## src/rtl/pong_pkg.sv

```systemverilog
// Shared types and constants for the pong game-state controller.
package pong_pkg;

  typedef enum logic [1:0] {
    ST_SERVE  = 2'd0,
    ST_PLAY   = 2'd1,
    ST_SCORED = 2'd2
  } state_t;

  localparam int GRID   = 16;
  localparam int CENTER = 7;
  localparam int LCOL   = 1;
  localparam int RCOL   = 14;

  // len consecutive ones starting at row pos.
  function automatic logic [GRID-1:0] paddle_mask(input logic [3:0] pos, input int len);
    logic [GRID-1:0] ones;
    ones = GRID'((32'd1 << len) - 32'd1);
    return ones << pos;
  endfunction

endpackage

```

## src/rtl/pong_if.sv

```systemverilog
// Bundle between the game controller and its surroundings: sync/buttons in, display state out.
interface pong_if;
  import pong_pkg::*;

  logic        vsync;
  logic        lup;
  logic        ldown;
  logic        rup;
  logic        rdown;
  logic [3:0]  ball_x;
  logic [3:0]  ball_y;
  logic [15:0] lpaddle;
  logic [15:0] rpaddle;
  logic [3:0]  lscore;
  logic [3:0]  rscore;
  logic        step;
  state_t      state;

  // No handshake: every display output is valid at all times and only changes
  // on the clock edge that ends a step pulse; inputs are sampled continuously.
  modport game (
    input  vsync, lup, ldown, rup, rdown,
    output ball_x, ball_y, lpaddle, rpaddle, lscore, rscore, step, state
  );

  modport host (
    output vsync, lup, ldown, rup, rdown,
    input  ball_x, ball_y, lpaddle, rpaddle, lscore, rscore, step, state
  );

endinterface

```

## src/rtl/pong_step_timer.sv

```systemverilog
// Vsync rise detector and frame divider producing the one-cycle game step pulse.
module pong_step_timer #(
  parameter int FRAMES_PER_STEP = 4
) (
  input  logic clk,
  input  logic reset,
  input  logic vsync,
  output logic step
);

  localparam int CW = (FRAMES_PER_STEP > 1) ? $clog2(FRAMES_PER_STEP) : 1;
  localparam logic [CW-1:0] LAST = CW'(FRAMES_PER_STEP - 1);

  logic          vsync_q;
  logic          frame;
  logic [CW-1:0] frame_cnt;

  assign frame = vsync & ~vsync_q;

  // vsync_q resets high so a sync already high at release is not taken as a frame.
  always_ff @(posedge clk or negedge reset) begin
    if (!reset) begin
      vsync_q   <= 1'b1;
      frame_cnt <= '0;
      step      <= 1'b0;
    end else begin
      vsync_q <= vsync;
      step    <= 1'b0;
      if (frame) begin
        if (frame_cnt == LAST) begin
          frame_cnt <= '0;
          step      <= 1'b1;
        end else begin
          frame_cnt <= frame_cnt + CW'(1);
        end
      end
    end
  end

endmodule

```

## src/rtl/pong_game.sv

```systemverilog
// Pong game-state controller: paddles, ball, scores and serve/play/scored FSM, advanced once per step.
module pong_game
  import pong_pkg::*;
#(
  parameter int FRAMES_PER_STEP = 4,
  parameter int PADDLE_LEN      = 4,
  parameter int SERVE_STEPS     = 8,
  parameter int HOLD_STEPS      = 8
) (
  input  logic clk,
  input  logic reset,
  pong_if.game io
);

  localparam logic [3:0] PMAX  = 4'(GRID - PADDLE_LEN);
  localparam logic [3:0] PINIT = 4'(CENTER + 1 - PADDLE_LEN / 2);
  localparam logic [3:0] CPOS  = 4'(CENTER);

  logic        step;
  logic [3:0]  btn_meta, btn;
  logic [3:0]  lpos, rpos, lpos_n, rpos_n;
  logic [15:0] lmask, rmask;
  state_t      state;
  logic [3:0]  bx, by, by_n;
  logic        dx_neg, dy_neg, dy_neg_n, serve_neg;
  logic [7:0]  cnt;
  logic [3:0]  lscore, rscore;
  logic        at_left, at_right, lhit, rhit;

  pong_step_timer #(.FRAMES_PER_STEP(FRAMES_PER_STEP)) u_timer (
    .clk   (clk),
    .reset (reset),
    .vsync (io.vsync),
    .step  (step)
  );

  function automatic logic [3:0] next_pos(input logic [3:0] pos, input logic up, input logic down);
    logic [3:0] p;
    p = pos;
    if (up && !down && pos != 4'd0) p = pos - 4'd1;
    else if (down && !up && pos != PMAX) p = pos + 4'd1;
    return p;
  endfunction

  function automatic logic [3:0] sat_inc(input logic [3:0] s);
    return (s == 4'hF) ? s : s + 4'd1;
  endfunction

  // btn = {lup, ldown, rup, rdown}
  always_ff @(posedge clk or negedge reset) begin
    if (!reset) begin
      btn_meta <= '0;
      btn      <= '0;
    end else begin
      btn_meta <= {io.lup, io.ldown, io.rup, io.rdown};
      btn      <= btn_meta;
    end
  end

  always_comb begin
    lpos_n   = next_pos(lpos, btn[3], btn[2]);
    rpos_n   = next_pos(rpos, btn[1], btn[0]);
    dy_neg_n = dy_neg;
    if ((by == 4'd0 && dy_neg) || (by == 4'd15 && !dy_neg)) dy_neg_n = ~dy_neg;
    by_n     = dy_neg_n ? by - 4'd1 : by + 4'd1;
    at_left  = (bx == 4'(LCOL)) && dx_neg;
    at_right = (bx == 4'(RCOL)) && !dx_neg;
    lhit     = lmask[by];
    rhit     = rmask[by];
  end

  always_ff @(posedge clk or negedge reset) begin
    if (!reset) begin
      lpos  <= PINIT;
      rpos  <= PINIT;
      lmask <= paddle_mask(PINIT, PADDLE_LEN);
      rmask <= paddle_mask(PINIT, PADDLE_LEN);
    end else if (step) begin
      lpos  <= lpos_n;
      rpos  <= rpos_n;
      lmask <= paddle_mask(lpos_n, PADDLE_LEN);
      rmask <= paddle_mask(rpos_n, PADDLE_LEN);
    end
  end

  // serve_neg remembers which side conceded last, so the next serve heads toward them.
  always_ff @(posedge clk or negedge reset) begin
    if (!reset) begin
      state     <= ST_SERVE;
      bx        <= CPOS;
      by        <= CPOS;
      dx_neg    <= 1'b0;
      dy_neg    <= 1'b0;
      serve_neg <= 1'b0;
      cnt       <= '0;
      lscore    <= '0;
      rscore    <= '0;
    end else if (step) begin
      case (state)
        ST_SERVE: begin
          if (cnt == 8'(SERVE_STEPS - 1)) begin
            state  <= ST_PLAY;
            cnt    <= '0;
            dx_neg <= serve_neg;
            dy_neg <= 1'b0;
          end else begin
            cnt <= cnt + 8'd1;
          end
        end
        ST_PLAY: begin
          by     <= by_n;
          dy_neg <= dy_neg_n;
          if (at_left) begin
            if (lhit) begin
              dx_neg <= 1'b0;
              bx     <= 4'(LCOL + 1);
            end else begin
              bx        <= 4'd0;
              rscore    <= sat_inc(rscore);
              serve_neg <= 1'b1;
              cnt       <= '0;
              state     <= ST_SCORED;
            end
          end else if (at_right) begin
            if (rhit) begin
              dx_neg <= 1'b1;
              bx     <= 4'(RCOL - 1);
            end else begin
              bx        <= 4'd15;
              lscore    <= sat_inc(lscore);
              serve_neg <= 1'b0;
              cnt       <= '0;
              state     <= ST_SCORED;
            end
          end else begin
            bx <= dx_neg ? bx - 4'd1 : bx + 4'd1;
          end
        end
        ST_SCORED: begin
          if (cnt == 8'(HOLD_STEPS - 1)) begin
            state <= ST_SERVE;
            cnt   <= '0;
            bx    <= CPOS;
            by    <= CPOS;
          end else begin
            cnt <= cnt + 8'd1;
          end
        end
        default: state <= ST_SERVE;
      endcase
    end
  end

  assign io.ball_x  = bx;
  assign io.ball_y  = by;
  assign io.lpaddle = lmask;
  assign io.rpaddle = rmask;
  assign io.lscore  = lscore;
  assign io.rscore  = rscore;
  assign io.step    = step;
  assign io.state   = state;

endmodule

```

## src/flat_wrapper.sv

```systemverilog
// flat-port wrapper written by rule: the top's interface ports become plain ports
module pong_game_flat import pong_pkg::*;
#(
  parameter int FRAMES_PER_STEP = 4,
  parameter int PADDLE_LEN      = 4,
  parameter int SERVE_STEPS     = 8,
  parameter int HOLD_STEPS      = 8
)
  (clk, reset, io_vsync, io_lup, io_ldown, io_rup, io_rdown, io_ball_x, io_ball_y, io_lpaddle, io_rpaddle, io_lscore, io_rscore, io_step, io_state);
  pong_if io_i ();
  input  logic clk;
  input  logic reset;
  input wire logic [$bits(io_i.vsync)-1:0] io_vsync;
  input wire logic [$bits(io_i.lup)-1:0] io_lup;
  input wire logic [$bits(io_i.ldown)-1:0] io_ldown;
  input wire logic [$bits(io_i.rup)-1:0] io_rup;
  input wire logic [$bits(io_i.rdown)-1:0] io_rdown;
  output wire logic [$bits(io_i.ball_x)-1:0] io_ball_x;
  output wire logic [$bits(io_i.ball_y)-1:0] io_ball_y;
  output wire logic [$bits(io_i.lpaddle)-1:0] io_lpaddle;
  output wire logic [$bits(io_i.rpaddle)-1:0] io_rpaddle;
  output wire logic [$bits(io_i.lscore)-1:0] io_lscore;
  output wire logic [$bits(io_i.rscore)-1:0] io_rscore;
  output wire logic [$bits(io_i.step)-1:0] io_step;
  output wire logic [$bits(io_i.state)-1:0] io_state;
  assign io_i.vsync = io_vsync;
  assign io_i.lup = io_lup;
  assign io_i.ldown = io_ldown;
  assign io_i.rup = io_rup;
  assign io_i.rdown = io_rdown;
  assign io_ball_x = io_i.ball_x;
  assign io_ball_y = io_i.ball_y;
  assign io_lpaddle = io_i.lpaddle;
  assign io_rpaddle = io_i.rpaddle;
  assign io_lscore = io_i.lscore;
  assign io_rscore = io_i.rscore;
  assign io_step = io_i.step;
  assign io_state = io_i.state;
  pong_game #(.FRAMES_PER_STEP(FRAMES_PER_STEP), .PADDLE_LEN(PADDLE_LEN), .SERVE_STEPS(SERVE_STEPS), .HOLD_STEPS(HOLD_STEPS)) u_core (.clk(clk), .reset(reset), .io(io_i));
endmodule
```

## config.mk

```make
export PLATFORM = sky130hd
export DESIGN_NAME = pong_game_flat
export DESIGN_NICKNAME = d
export VERILOG_FILES = /design/src/rtl/pong_pkg.sv /design/src/rtl/pong_if.sv /design/src/rtl/pong_step_timer.sv /design/src/rtl/pong_game.sv /design/src/flat_wrapper.sv
export SDC_FILE = /design/constraint.sdc
export NUM_CORES = 1
export LEC_CHECK = 0
export CORE_ASPECT_RATIO = 1.25
export CORE_MARGIN = 8
export CORE_UTILIZATION = 40
export DETAILED_ROUTE_END_ITERATION = 12
export GPL_TIMING_DRIVEN = 0
export MAX_ROUTING_LAYER = met4
export PLACE_DENSITY_LB_ADDON = 0.05
export RECOVER_POWER = 25
export SYNTH_ARGS = -nofsm -noshare
export SYNTH_HDL_FRONTEND = slang
export SYNTH_SLANG_ARGS = --single-unit
```

## constraint.sdc

```tcl
create_clock -name clk -period 2.6 [get_ports clk]
set_input_delay 0.78 -clock clk [delete_from_list [all_inputs] [get_ports clk]]
set_output_delay 0.78 -clock clk [all_outputs]
set_load 0.005 [all_outputs]
```

==> flow_summary_export.csv, run 1 <==
group,metric,value,unit
run_status,outcome,"finished clean",
cells_and_area,drive_gt1_share,17.8,%
synthesis,yosys_warnings,0,
detailed_routing,first_pass_iters,4,
setup_path,path_class,"reg2reg",
synthesis,synth_edf_count,0,
detailed_routing,ant_nets,0,
global_routing,grt_usage,16.1,%
die,io-pin-count,58,
setup_path,cp.arrival,2.76,ns
timing,worst_pin_slew,1.28,ns
power_and_ir_drop,power_density,1120,nW/um^2
die,initial_core_util,40.6,%
detailed_routing,route.detailed.drc,0,
place,placed_cells,614,
synthesis,synth_cell_types,71,
clock_tree,cts_tree,"yes",
global_routing,grt_pass1_vias,3530,
synthesis,synth_cells,421,
setup_path,crit_family,"compound AO/OA/AOI/OAI gates",
die,die_h,134,um
synthesis,synth_area_leaders,"dfrtp_1 (35%), dfstp_2 (11%), ha_1 (5.0%), o2bb2ai_1 (2.7%), mux2i_1 (2.7%)",
detailed_routing,wl,11300,um
cells_and_area,instances_no_fill,635,
place,port_buffers,57,
clock_tree,clk_pin_slew,0.06,ns
setup_path,crit_fanout,10,
synthesis,avgSynthCellArea,10.6,um^2
setup_path,cp-end-kind,"flip-flop",
place,dpl.hpwl,8350,um
setup_path,worstSetupStartpointType,"flip-flop",
die,die_x,111,um
detailed_routing,num_vias,3568,
clock_tree,clk_latency,0.34,ns
die,coreArea,11000,um^2
timing,finalSetupTns,0,ns
timing,final.period_utilization,96.6,%
timing,maxSlewViolCount,0,
cells_and_area,regArea,2050,um^2
place,gp_congestion,0.822,
detailed_routing,first_iter_violations,140,
global_routing,overflow,0,
setup_path,cp_data_required_time,2.85,ns
setup_path,cp_num_buf_inv,3,
cells_and_area,multi_input_area,2300,um^2
job,drv_cap,0,
setup_path,crit_chain,"buf_6, buf_8, mux2i_1, a221oi_1, nor2_1, o41ai_2, nor3b_4, buf_4, a31oi_1",
synthesis,synth.largest_area_cell,"dfrtp_1",
global_routing,grt_pass1_wl,18800,um
global_routing,antenna_found_initial,0,
synthesis,synth-seq-cells,81,
global_routing,grt_max_degree,62,
synthesis,synthesis.area,4480,um^2
setup_path,cpPeakStageDelay,0.58,ns
die,die_area,14900,um^2
power_and_ir_drop,ir_worst_vdd,0.561,mV
hold_path,hp-class,"reg2reg",
cells_and_area,antenna_cells,0,
detailed_routing,drt-vias-per-instance,5.62,
synthesis,synth-main-ff-cell,"dfrtp_1",
power_and_ir_drop,p_leak,2.38,nW
timing,hold_violations,0,
clock_tree,htreeDepth,3,
cells_and_area,nets,521,
setup_path,slowest_stage,"dfstp_2",
synthesis,async_flop_share,100,%
clock_tree,clock-sinks,81,
clock_tree,root_buffer,"clkbuf_16",
clock_tree,cts_buffers,9,
timing,period_needed,2.51,ns
detailed_routing,wl_per_cell,17.9,um
synthesis,synthesis.nets,447,
timing,whs,0.349,ns
cells_and_area,nFillCells,988,
timing,slew_headroom,14.8,%
cells_and_area,syn2layout_area_growth,26.7,%
timing,setup_viol,0,
synthesis,yosysSeqAreaShare,45.7,%
timing,fmax,398,MHz
timing,skew,0.00483,ns
synthesis,synth_top_area_share,34.6,%
clock_tree,cts_buffer_depth,2,
die,rows,43,
## kinds of logic (layout without fill, tap and decap cells)
logic type	Yosys count	after routing	share of synthesized area, %
AOI/OAI and AO/OA	115	115	18.9
and+or+nand+nor	111	111	13.0
DFF	81	81	45.7
buffers and inverters	48	127	4.69
muxes	25	25	6.95
xor gates and xnor gates	22	22	5.22
adders and majority gates	19	19	5.47
## worst register-to-register path, delay by kind of cell, from the launching register on
kind / cells / cell delay, ns
compound gates: 3 / 0.99
mux: 1 / 0.08
buf+inv: 3 / 0.53
simple gates: 2 / 0.26
flops: 1 / 0.58
## metal layers
layer / GRT usage [%] / routed length (um) / vias to the layer above
li1: - / - / 1698
met1: 18.9 / 4920 / 1776
met2: 26.8 / 5770 / 77
met3: 3.17 / 471 / 17
met4: 5.79 / 176 / 0
met5: - / 0 / -
## registers in the layout (all words and copies together) (netlist names)
name,flops
u_core.u_timer.frame_cnt,2
u_core.io.state,2
u_core.cnt,8
u_core.io.lscore,4
u_core.u_timer.vsync_q,1
u_core.serve_neg,1
u_core.u_timer.step,1
u_core.io.ball_y,4
u_core.io.rpaddle,16
u_core.io.rscore,4
u_core.btn,4
u_core.rpos,4
u_core.dy_neg,1
u_core.lpos,4
u_core.io.lpaddle,16
u_core.btn_meta,4
u_core.dx_neg,1
u_core.io.ball_x,4
## synth_stat cells, drive strengths merged (9+ instances only)
master / instances
mux2i: 12
mux2: 9
nand3: 16
nor3: 10
a21oi: 20
nand2: 22
dfrtp: 62
o2bb2ai: 14
ha: 18
clkbuf: 11
xnor2: 15
dfstp: 19
o21ai: 22
inv: 29
a31oi: 10
nor2: 21
## what timing repair did
action	CTS	global route
hold buffers	0	0
setup buffers	1	4
gates resized for setup	5	10
pin swaps	1	3
setup endpoints to repair	15	17
hold endpoints to repair	0	0
## through the flow
stage / setup WS, ns / instance area (um^2) / utilization (%) / power (W)
finish: 0.0885 / 5680 / 51.5 / 0.00634
global route: -0.0198 / 5680 / 51.5 / 0.00677
CTS: 0.0154 / 5600 / 50.8 / 0.00630
detailed placement: -0.161 / 5250 / 47.6 / 0.00485
global placement: -2.36 / 5220 / 47.4 / 0.00480
floorplan: 0.142 / 4480 / - / 0.00373
## report_power, final
group,total (W),internal (W),switching (W)
clock network,0.00135,0.000848,0.000506
registers,0.00209,0.00170,0.000390
logic,0.00290,0.00144,0.00146
## layout by cell type (no fill, tap or decap), drive strengths merged, types with 3 or more instances in the layout
cell type	instances
dlygate4sd3	5
and3	7
a21o	5
a22o	4
o21a	3
and2	3
clkbuf	27
nand2	22
dfstp	19
a21oi	20
nor2	21
nand4	6
nor3	10
nand3	16
ha	18
dfrtp	62
inv	29
nand2b	4
o31ai	4
mux2	9
buf	13
clkdlybuf4s50	51
a221oi	5
xnor2	15
a31oi	10
or3	5
xor2	7
nor2b	7
o21ai	22
o2bb2ai	14
mux4	4
mux2i	12
## path summary, 6_finish.rpt
check,from,end,slack (ns),cells past startpoint
worst min-delay path,u_core.btn_meta[1],u_core.btn[1],0.35,0
worst max register to register,u_core.io.ball_y[0],u_core.cnt[7],0.09,9
max in group asynchronous,reset,u_core.rpos[2],0.94,2
worst min register to register,u_core.btn_meta[1],u_core.btn[1],0.35,0
worst max-delay path,u_core.io.ball_y[0],u_core.cnt[7],0.09,9
min in group asynchronous,reset,u_core.cnt[4],0.70,1
## cell type report
cell class	instances	area share, %
clock inverters	2	0.617
repair buffers	63	11.1
multi-input cells	292	40.4
inverters	29	1.92
clock buffers	14	5.00
plain buffers	19	1.83
well taps	135	2.97
flip-flops and latches	81	36.1
(Power assumes the default switching activity.)
==> inputs of run 2 (changes only) <==
PLACE_DENSITY = 0.66   (was not set)
PLACE_DENSITY_LB_ADDON = not set   (was 0.05)
clock period = 3.2 ns   (was 2.6 ns; I/O delays follow)
==> run 2 against run 1 <==
Against the previous run: the flow now finishes with violations (capacitance limit, slew limit); critical endpoint is now u_core.io.rpaddle[10]; highest routed layer unchanged; critical path type unchanged; count of clock-buffer cells in the layout down 1; maximum frequency down 7.7%; final cell count fell by 0.79%; first-iteration DRC count shrank 21%; hold slack gained 0.00062 ns.
==> flow_summary_export.csv, run 2 (synthesized netlist as in run 1, its figures left out) <==
group,metric,value,unit
cells_and_area,final_common_cell,"dfrtp_1",
timing,setup_viol,0,
cells_and_area,finish.instance_area,5520,um^2
power_and_ir_drop,pwr-share-comb,44.4,%
clock_tree,cts_setup_buffers,0,
detailed_routing,first_iter_violations,110,
timing,maxSlewViolCount,31,
detailed_routing,first_pass_iters,4,
clock_tree,cts_resized,0,
cells_and_area,regArea,2050,um^2
hold_path,hp-class,"reg2reg",
job,drv_cap,1,
detailed_routing,num_vias,3525,
clock_tree,root_buffer,"clkbuf_16",
setup_path,cp-end-kind,"flip-flop",
place,gp_congestion,0.862,
cells_and_area,nets,516,
setup_path,crit_chain,"inv_1, ha_1, a311oi_4, a22o_4, xor2_2, inv_2, buf_6, or3_1, a31oi_1",
global_routing,antenna_found_initial,0,
timing,final.period_utilization,85.1,%
timing,worst_pin_slew,1.62,ns
setup_path,r2r_setup_slack,0.48,ns
run_status,violations,"capacitance limit, slew limit",
die,coreArea,11000,um^2
clock_tree,holdBufCountCts,0,
global_routing,grt_pass1_vias,3571,
clock_tree,htreeDepth,3,
power_and_ir_drop,sw_frac_of_total,37.2,%
die,io-pin-count,58,
setup_path,crit_family,"compound AO/OA/AOI/OAI gates",
place,postPlaceCellArea,5250,um^2
cells_and_area,multi_input_area,2220,um^2
place,placed_cells,614,
timing,whs,0.350,ns
run_status,outcome,"finished, violations left",
global_routing,overflow,0,
setup_path,crit_fanout,10,
timing,skew,0.00578,ns
cells_and_area,instances_no_fill,630,
timing,hold_violations,0,
clock_tree,cts_buffers,9,
timing,rsz0062_at_grt,"false",
cells_and_area,nFillCells,1001,
clock_tree,cts_tree,"yes",
setup_path,worstSetupStartpointType,"flip-flop",
power_and_ir_drop,power_density,892,nW/um^2
die,rows,43,
detailed_routing,wl,10700,um
setup_path,cp_num_buf_inv,3,
cells_and_area,drive_gt1_share,14.5,%
place,port_buffers,57,
cells_and_area,final_cell_mix,"dfrtp_1 (62), clkdlybuf4s50_1 (51), inv_1 (27), nand2_1 (22), nor2_1 (21)",
power_and_ir_drop,power_frac_seq,34.3,%
detailed_routing,drt-vias-per-instance,5.60,
cells_and_area,final_util,50.1,%
die,initial_core_util,40.6,%
power_and_ir_drop,p_int,0.00310,W
timing,period_needed,2.72,ns
power_and_ir_drop,p_leak,2.32,nW
setup_path,cp.arrival,2.98,ns
clock_tree,clk_pin_slew,0.06,ns
timing,slew_headroom,-8.14,%
die,die_area,14900,um^2
global_routing,grt_usage,15.5,%
setup_path,cp_data_required_time,3.46,ns
die,die_x,111,um
power_and_ir_drop,ir_worst_vdd,0.511,mV
setup_path,slowest_stage,"dfstp_2",
power_and_ir_drop,p_switching,0.00183,W
clock_tree,clock-sinks,81,
cells_and_area,syn2layout_area_growth,23.2,%
detailed_routing,ant_nets,0,
place,dpl.hpwl,8000,um
detailed_routing,wl_per_cell,17.0,um
cells_and_area,antenna_cells,0,
detailed_routing,route.detailed.drc,0,
timing,fmax,367,MHz
clock_tree,clk_latency,0.34,ns
setup_path,cpPeakStageDelay,0.59,ns
global_routing,grt_max_degree,53,
die,die_h,134,um
setup_path,path_class,"reg2reg",
timing,finalSetupTns,0,ns
clock_tree,cts_buffer_depth,2,
global_routing,grt_pass1_wl,18300,um
power_and_ir_drop,pwr-share-clk,21.2,%
run 2: cell count changes in the layout (fill, tap and decap cells not counted), moves of 2 or more:
cell | before | now
a221oi_2 | 3 | 0
buf_4 | 5 | 0
clkbuf_8 | 4 | 2
a221oi_1 | 2 | 5
run 2: worst register-to-register path: cells and delay by family (launching register included):
| family | cells | cell delay, ns |
|---|---|---|
| DFF | 1 | 0.59 |
| and+or+nand+nor | 1 | 0.36 |
| adders and majority gates | 1 | 0.26 |
| xor gates and xnor gates | 1 | 0.29 |
| AOI/OAI and AO/OA | 3 | 0.85 |
| buffers and inverters | 3 | 0.31 |
run 2: final timing paths:
path	startpoint	endpoint	cells past startpoint
max	u_core.rpos[1]	u_core.io.rpaddle[10]	9
min	u_core.btn_meta[0]	u_core.btn[0]	0
max reg2reg	u_core.rpos[1]	u_core.io.rpaddle[10]	9
min reg2reg	u_core.btn_meta[0]	u_core.btn[0]	0
max in group asynchronous	reset	u_core.rpos[0]	2
min in group asynchronous	reset	u_core.io.lscore[1]	1
run 2: through the flow:
stage                     worst slack, ns  total power, W
after detailed placement            0.489         0.00390
after CTS                           0.475         0.00497
after floorplan                     0.742         0.00303
after global routing                0.182         0.00528
after global placement              -1.75         0.00385
final                               0.478         0.00492
run 2: final cells by class:
class | instances | share of cell area, %
Buffer | 19 | 1.83
Clock buffer | 13 | 4.71
Clock inverter | 3 | 0.725
Inverter | 29 | 1.97
Multi-Input combinational cell | 292 | 40.2
Sequential cell | 81 | 37.1
Tap cell | 135 | 3.06
Timing Repair Buffer | 58 | 10.4
run 2: routing by layer:
layer,track usage (%),wire (um),vias to the layer above
li1,-,-,1680
met1,18.4,4830,1756
met2,24.7,5360,74
met3,3.80,348,15
met4,6.02,194,0
met5,-,0,-
run 2: power by group through the flow:
stage	clock network (W)	logic, W	registers (W)
global route	0.00112	0.00242	0.00174
floorplan	0	0.00140	0.00163
global placement	0	0.00215	0.00170
finish	0.00105	0.00219	0.00169
CTS	0.00106	0.00221	0.00169
detailed placement	0	0.00219	0.00171
